## src/rtl/regfile_sb.sv

```systemverilog
// Parametrised register file with a per-register busy scoreboard.
// Define REGFILE_BYPASS_EN to forward same-cycle writeback data to reads.
module regfile_sb #(
  parameter int          XLEN    = 32,
  parameter int          NREGS   = 32,
  parameter int          NRD     = 2,
  parameter int          SP_IDX  = 2,
  parameter int unsigned SP_INIT = 512,
  localparam int         AW      = $clog2(NREGS)
) (
  input  logic                clk,
  input  logic                rst,
  input  logic [NRD*AW-1:0]   rs_addr,
  output logic [NRD*XLEN-1:0] rs_data,
  output logic [NRD-1:0]      rs_busy,
  input  logic                wr_en,
  input  logic [AW-1:0]       wr_addr,
  input  logic [XLEN-1:0]     wr_data,
  input  logic                alloc_en,
  input  logic [AW-1:0]       alloc_addr,
  output logic [NREGS-1:0]    busy_vec
);

  logic [XLEN-1:0]  regs_q [NREGS];
  logic [XLEN-1:0]  regs_d [NREGS];
  logic [NREGS-1:0] busy_q;
  logic [NREGS-1:0] busy_d;

  // Allocate is applied after release so a new producer wins.
  always_comb begin
    regs_d = regs_q;
    busy_d = busy_q;
    if (wr_en && wr_addr != '0) begin
      regs_d[wr_addr] = wr_data;
      busy_d[wr_addr] = 1'b0;
    end
    if (alloc_en && alloc_addr != '0) begin
      busy_d[alloc_addr] = 1'b1;
    end
  end

  always_ff @(posedge clk) begin
    if (rst) begin
      for (int i = 0; i < NREGS; i++) begin
        regs_q[i] <= (i == SP_IDX && i != 0)
                   ? XLEN'(SP_INIT) : '0;
      end
      busy_q <= '0;
    end else begin
      regs_q <= regs_d;
      busy_q <= busy_d;
    end
  end

  assign busy_vec = busy_q;

  for (genvar k = 0; k < NRD; k++) begin : g_rd
    logic [AW-1:0] a;
    logic          nz;
    assign a  = rs_addr[k*AW +: AW];
    assign nz = a != '0;
`ifdef REGFILE_BYPASS_EN
    logic hit;
    assign hit = !rst && wr_en && nz && (wr_addr == a);
    assign rs_data[k*XLEN +: XLEN] =
      !nz ? '0 : (hit ? wr_data : regs_q[a]);
    assign rs_busy[k] = nz &&
      (hit ? (alloc_en && alloc_addr == a) : busy_q[a]);
`else
    assign rs_data[k*XLEN +: XLEN] = nz ? regs_q[a] : '0;
    assign rs_busy[k] = nz && busy_q[a];
`endif
  end

endmodule

```

## config.mk

```make
export PLATFORM = sky130hd
export DESIGN_NAME = regfile_sb
export DESIGN_NICKNAME = d
export VERILOG_FILES = /design/src/rtl/regfile_sb.sv
export SDC_FILE = /design/constraint.sdc
export NUM_CORES = 2
export LEC_CHECK = 0
export ABC_CLOCK_PERIOD_IN_PS = 2500
export CAP_MARGIN = 10
export CORE_MARGIN = 2
export CORE_UTILIZATION = 40
export CTS_CLUSTER_SIZE = 24
export DETAILED_ROUTE_END_ITERATION = 16
export GPL_TIMING_DRIVEN = 0
export PLACE_DENSITY = 0.63
export SETUP_SLACK_MARGIN = 0.1
export SYNTH_ARGS = -nofsm -noshare
export SYNTH_HDL_FRONTEND = slang
export SYNTH_SLANG_ARGS = --single-unit
```

## constraint.sdc

```tcl
create_clock -name clk -period 2.5 [get_ports clk]
set_input_delay 0.375 -clock clk [delete_from_list [all_inputs] [get_ports clk]]
set_output_delay 0.375 -clock clk [all_outputs]
set_load 0.02 [all_outputs]
```

### Word-level counts from Yosys, hierarchy flattened

Index checks and enable logic that the tools add are counted.

* input bits: 56
* logic and storage cells: 81
* register bits after elaboration: 1056
* output and inout port bits: 98

* reductions and logical operators: 11
* multiplexer cells: 21
* bitwise logic cells: 6
* magnitude comparators: 10

Operators by type and width (number)
* $bwmux 1024: 1
* $bmux 32 s5: 2
* $mux 32: 9
* $demux 32 s5: 1
* $and 32x32->32: 1
* $not 32->32: 1
* $or 32x32->32: 1
* $lt 5x6->1 const B: 4
* $reduce_bool 5->1: 4
* $ge 6x6->1 const B: 3
* $not 5->6: 3
* $bmux 1 s5: 2
* $demux 1 s5: 2
* $ge 5x1->1 const B: 2
* $logic_and 1x1->1: 7
* $lt 6x1->1 const B: 1
* $mux 1: 4

### Logic depth before layout (Yosys ltp)

* word-level depth: 9
* depth in mapped cells: 8
* mapped depth without buffers: 4

### Worst setup path before layout

Ideal clock, no wire load.

* path type: input -> output
* start point: in rs_addr[1]
* end point: out rs_data[10]
* path buffers: 4
* required time: 2125 ps
* slack: 135 ps
* stages: 8
* arrival: 1990 ps
* cell sequence: buf_4 buf_6 buf_6 nor2_2 buf_6 a221oi_2 o21ai_1 a311oi_1

* word-level cells in the longest chain between the ends: 5
* elaborated cells between the ends (all ways): 6
* those cells by class: mux (4); bitwise (1); reduce/logical (1)

RTL lines
* from (decl): RTL line 13 `input logic [NRD*AW-1:0] rs_addr,`
* $not 5->6 (not written as such): RTL line 70 `assign rs_data[k*XLEN +: XLEN] = nz ? regs_q[a] : '0;`
* $bmux 32 s5: RTL line 70
* $mux 32 (not written as such) (2 in series): RTL line 70
* $mux 32 *: RTL line 70
* to (decl): RTL line 14 `output logic [NRD*XLEN-1:0] rs_data,`

Every way passes the cells marked *; elsewhere a longest branch is shown, timed or not. The select of a mux whose other input is x is not followed.

### Worst setup path after layout

* start point: in rs_addr[7]
* end point: out rs_data[52]

Same word-level chain as after synthesis.

==> flow_summary_export.csv <==
group,metric,value,unit
setup_path,crit_chain,"buf_12 > buf_16 > buf_6 > clkbuf_2 > nor2b_1 > a211oi_4 > a311oi_4 > buf_6",
placement,finalWeightedCongestion,1.037,
detailed_routing,dr.pass1.iters,13,
final_layout,nFillCells,12320,
clock_tree,htreeDepth,3,
setup_path,cp_common_cell,"buf_6",
detailed_routing,detail-route-antenna-nets,0,
placement,dp_hpwl,203100,um
die,die_h,371.3,um
clock_tree,clk_pin_slew,0.06,ns
run,cap_violations,1,
status,status,"finished, violations left",
final_layout,area_growth,23.17,%
final_layout,drive_gt1_frac,0.2643,
clock_tree,cts.sinks,1056,
synthesis,synth.area.top_cells,"dfxtp_1 (39%), mux4_2 (19%), nand2_1 (14%), a21oi_1 (9.2%), clkbuf_1 (2.6%)",
placement,dpl.cell_count,7928,
die,pin_count,154,
hold_path,worstHoldPathType,"in -> reg",
placement,io_buffer_count,143,
die,rows,134,
global_routing,grt_max_degree,16,
timing,finClkSkew,0,ns
timing,fmax,334.4,MHz
synthesis,synth_top_cell_by_area,"dfxtp_1",
setup_path,path_class,"in -> out",
setup_path,crit_family,"buffers and inverters",
global_routing,grt_pass1_wl,367500,um
final_layout,nets,6385,
timing,setup_viol,217,
setup_path,crit_buf_inv,5,
global_routing,antenna_found_initial,9,
timing,period_share,1.196,
synthesis,synth_top_area_share,0.3918,
clock_tree,numCtsBuffers,115,
synthesis,yosys_warnings,0,
synthesis,synth_flop_cell,"dfxtp_1",
clock_tree,cts.path.max_buffers,3,
detailed_routing,drt-vias-per-instance,6.377,
global_routing,grt_pass1_vias,48580,
die,core-area,0.1336,mm^2
clock_tree,root_buffer,"clkbuf_16",
global_routing,grt.total_usage,0.3785,
placement,post-place-ws,-2.605,ns
clock_tree,clock_latency,0.77,ns
setup_path,cp_max_fo,10,
power,powerDensity,618.4,mW/mm^2
synthesis,ys_seq_area_frac,0.3918,
placement,dpl_cell_area,0.05762,mm^2
timing,hold_viol,0,
power,peakVddDrop,613.1,uV
final_layout,instances_no_fill,8195,
synthesis,syn_nets,6072,
timing,min_period,2.991,ns
timing,relSlewSlack,-0.004124,
synthesis,syn_area,0.05396,mm^2
timing,slew_viol_final,10,
die,die_w,371.3,um
status,failed_checks,"capacitance limit, slew limit, setup timing",
die,die_area,0.1379,mm^2
final_layout,finalInstanceArea,0.06647,mm^2
global_routing,grt_overflow_total,0,
setup_path,crit_arrival,2.62,ns
timing,worst_slew_pin_slew,1.506,ns
synthesis,avgSynthCellArea,8.970,um^2
synthesis,yosysUniqueCellTypes,49,
timing,worst_slack,-0.4908,ns
setup_path,worst_setup_path_end_kind,"output pin",
timing,grt_setup_unrepaired,"yes",
synthesis,ys_ff_latch,1056,
setup_path,required,2.12,ns
detailed_routing,totalWireLength,267600,um
timing,tns,-32.56,ns
final_layout,final_cell_mix,"nand2_1 (2050), a21oi_1 (991), dfxtp_1 (895)",
final_layout,layout_commonest_cell,"nand2_1",
setup_path,cpPeakStageDelay,0.57,ns
detailed_routing,drcViolationCount,0,
setup_path,critPathSlowestCell,"clkbuf_2",
synthesis,syn_inst,6016,
clock_tree,cts_hold_buf,0,
detailed_routing,wl_per_cell,32.65,um
timing,hold_slack,0.2946,ns
synthesis,synth-async-reset-ratio,0,
power,p_leak,21.44,nW
synthesis,synth-edff-count,0,
clock_tree,tritoncts,"done",
die,start_util,0.4038,
detailed_routing,first_iter_violations,7872,
setup_path,start_kind,"primary input",
detailed_routing,vias,52260,
[power by group]
| group | internal (W) | leakage [nW] | switching (W) |
|---|---|---|---|
| registers | 0.0169 | 8.60 | 0.000111 |
| clock network | 0.0111 | 2.02 | 0.00782 |
| logic | 0.00162 | 10.8 | 0.00354 |
| total | 0.0296 | 21.4 | 0.0115 |
[through the flow]
stage,power (W),util
after floorplan,0.01956,-
after global placement,0.02158,0.4311
after detailed placement,0.02161,0.4312
after CTS,0.04060,0.4917
after global routing,0.04160,0.4974
final,0.04110,0.4974
[worst paths after layout]
kind / slack (ns) / to / cells past startpoint / from
worst min-delay path: 0.29 / regs_q[1021]$_SDFFE_PP0P_ / 2 / rst
worst min register to register: 0.46 / regs_q[917]$_SDFFE_PP0P_ / 2 / regs_q[917]$_SDFFE_PP0P_
worst max-delay path: -0.49 / rs_data[52] / 8 / rs_addr[7]
worst max register to register: 1.59 / busy_vec[10]$_SDFF_PP0_ / 3 / busy_vec[10]$_SDFF_PP0_
[cells in the mapped netlist, types with 3 or more instances]
cell       number
a211oi_1       66
a21oi_1       991
a221oi_1        3
a221oi_2       44
a22oi_1        97
a311oi_1       65
and2_1          6
and3_1          3
and3b_1         5
buf_1          11
buf_12          7
buf_2         145
buf_4          62
buf_6          32
clkbuf_1      367
dfxtp_1      1056
mux2_2         66
mux2i_1       132
mux4_2        461
nand2_1      2051
nand2b_1        5
nand3_1         3
nand3b_1        7
nor2_1         57
nor2_2         10
nor2b_1       104
nor3_1          3
nor3b_2         3
o2111ai_1      19
o21ai_0        35
o21ai_1        78
[cells by family (layout without fill, tap and decap cells)]
kind of cell,Yosys count,count (layout),synth area share
buf+inv,628,1036,0.05820
simple gates,2273,2273,0.1672
mux,660,660,0.2311
compound gates,1399,1399,0.1517
other cells,0,3,0
flops,1056,1056,0.3918
[metal layers]
layer	wire length, um	vias to the layer above	track usage
met5	13	-	0
met4	20810	2	0.2433
met3	39090	1007	0.1336
met2	112600	3991	0.5545
met1	95060	25520	0.4721
li1	-	21740	-
[registers in the layout, summed over array words and instances (netlist names)]
register  count
busy_vec     32
regs_q     1024
[cell type report]
cell class	instances	area, um^2	share of cell area
clock inverter	43	646.9	0.009732
timing repair buffer	198	2012	0.03027
multi-input combinational	4332	32640	0.4911
buffer	624	4113	0.06188
inverter	2	11.26	0.0001694
antenna	3	7.507	0.0001129
tap	1768	2212	0.03328
sequential	1056	21370	0.3215
clock buffer	169	3452	0.05194
[what timing repair did]
| action | in CTS | in global routing |
|---|---|---|
| endpoints found under the setup margin | 71 | 334 |
| setup buffers | 37 | 12 |
| resized for setup | 1214 | 218 |
| pin swaps | 134 | 106 |
| gates cloned | 2 | 0 |
(Power assumes the default switching activity.)
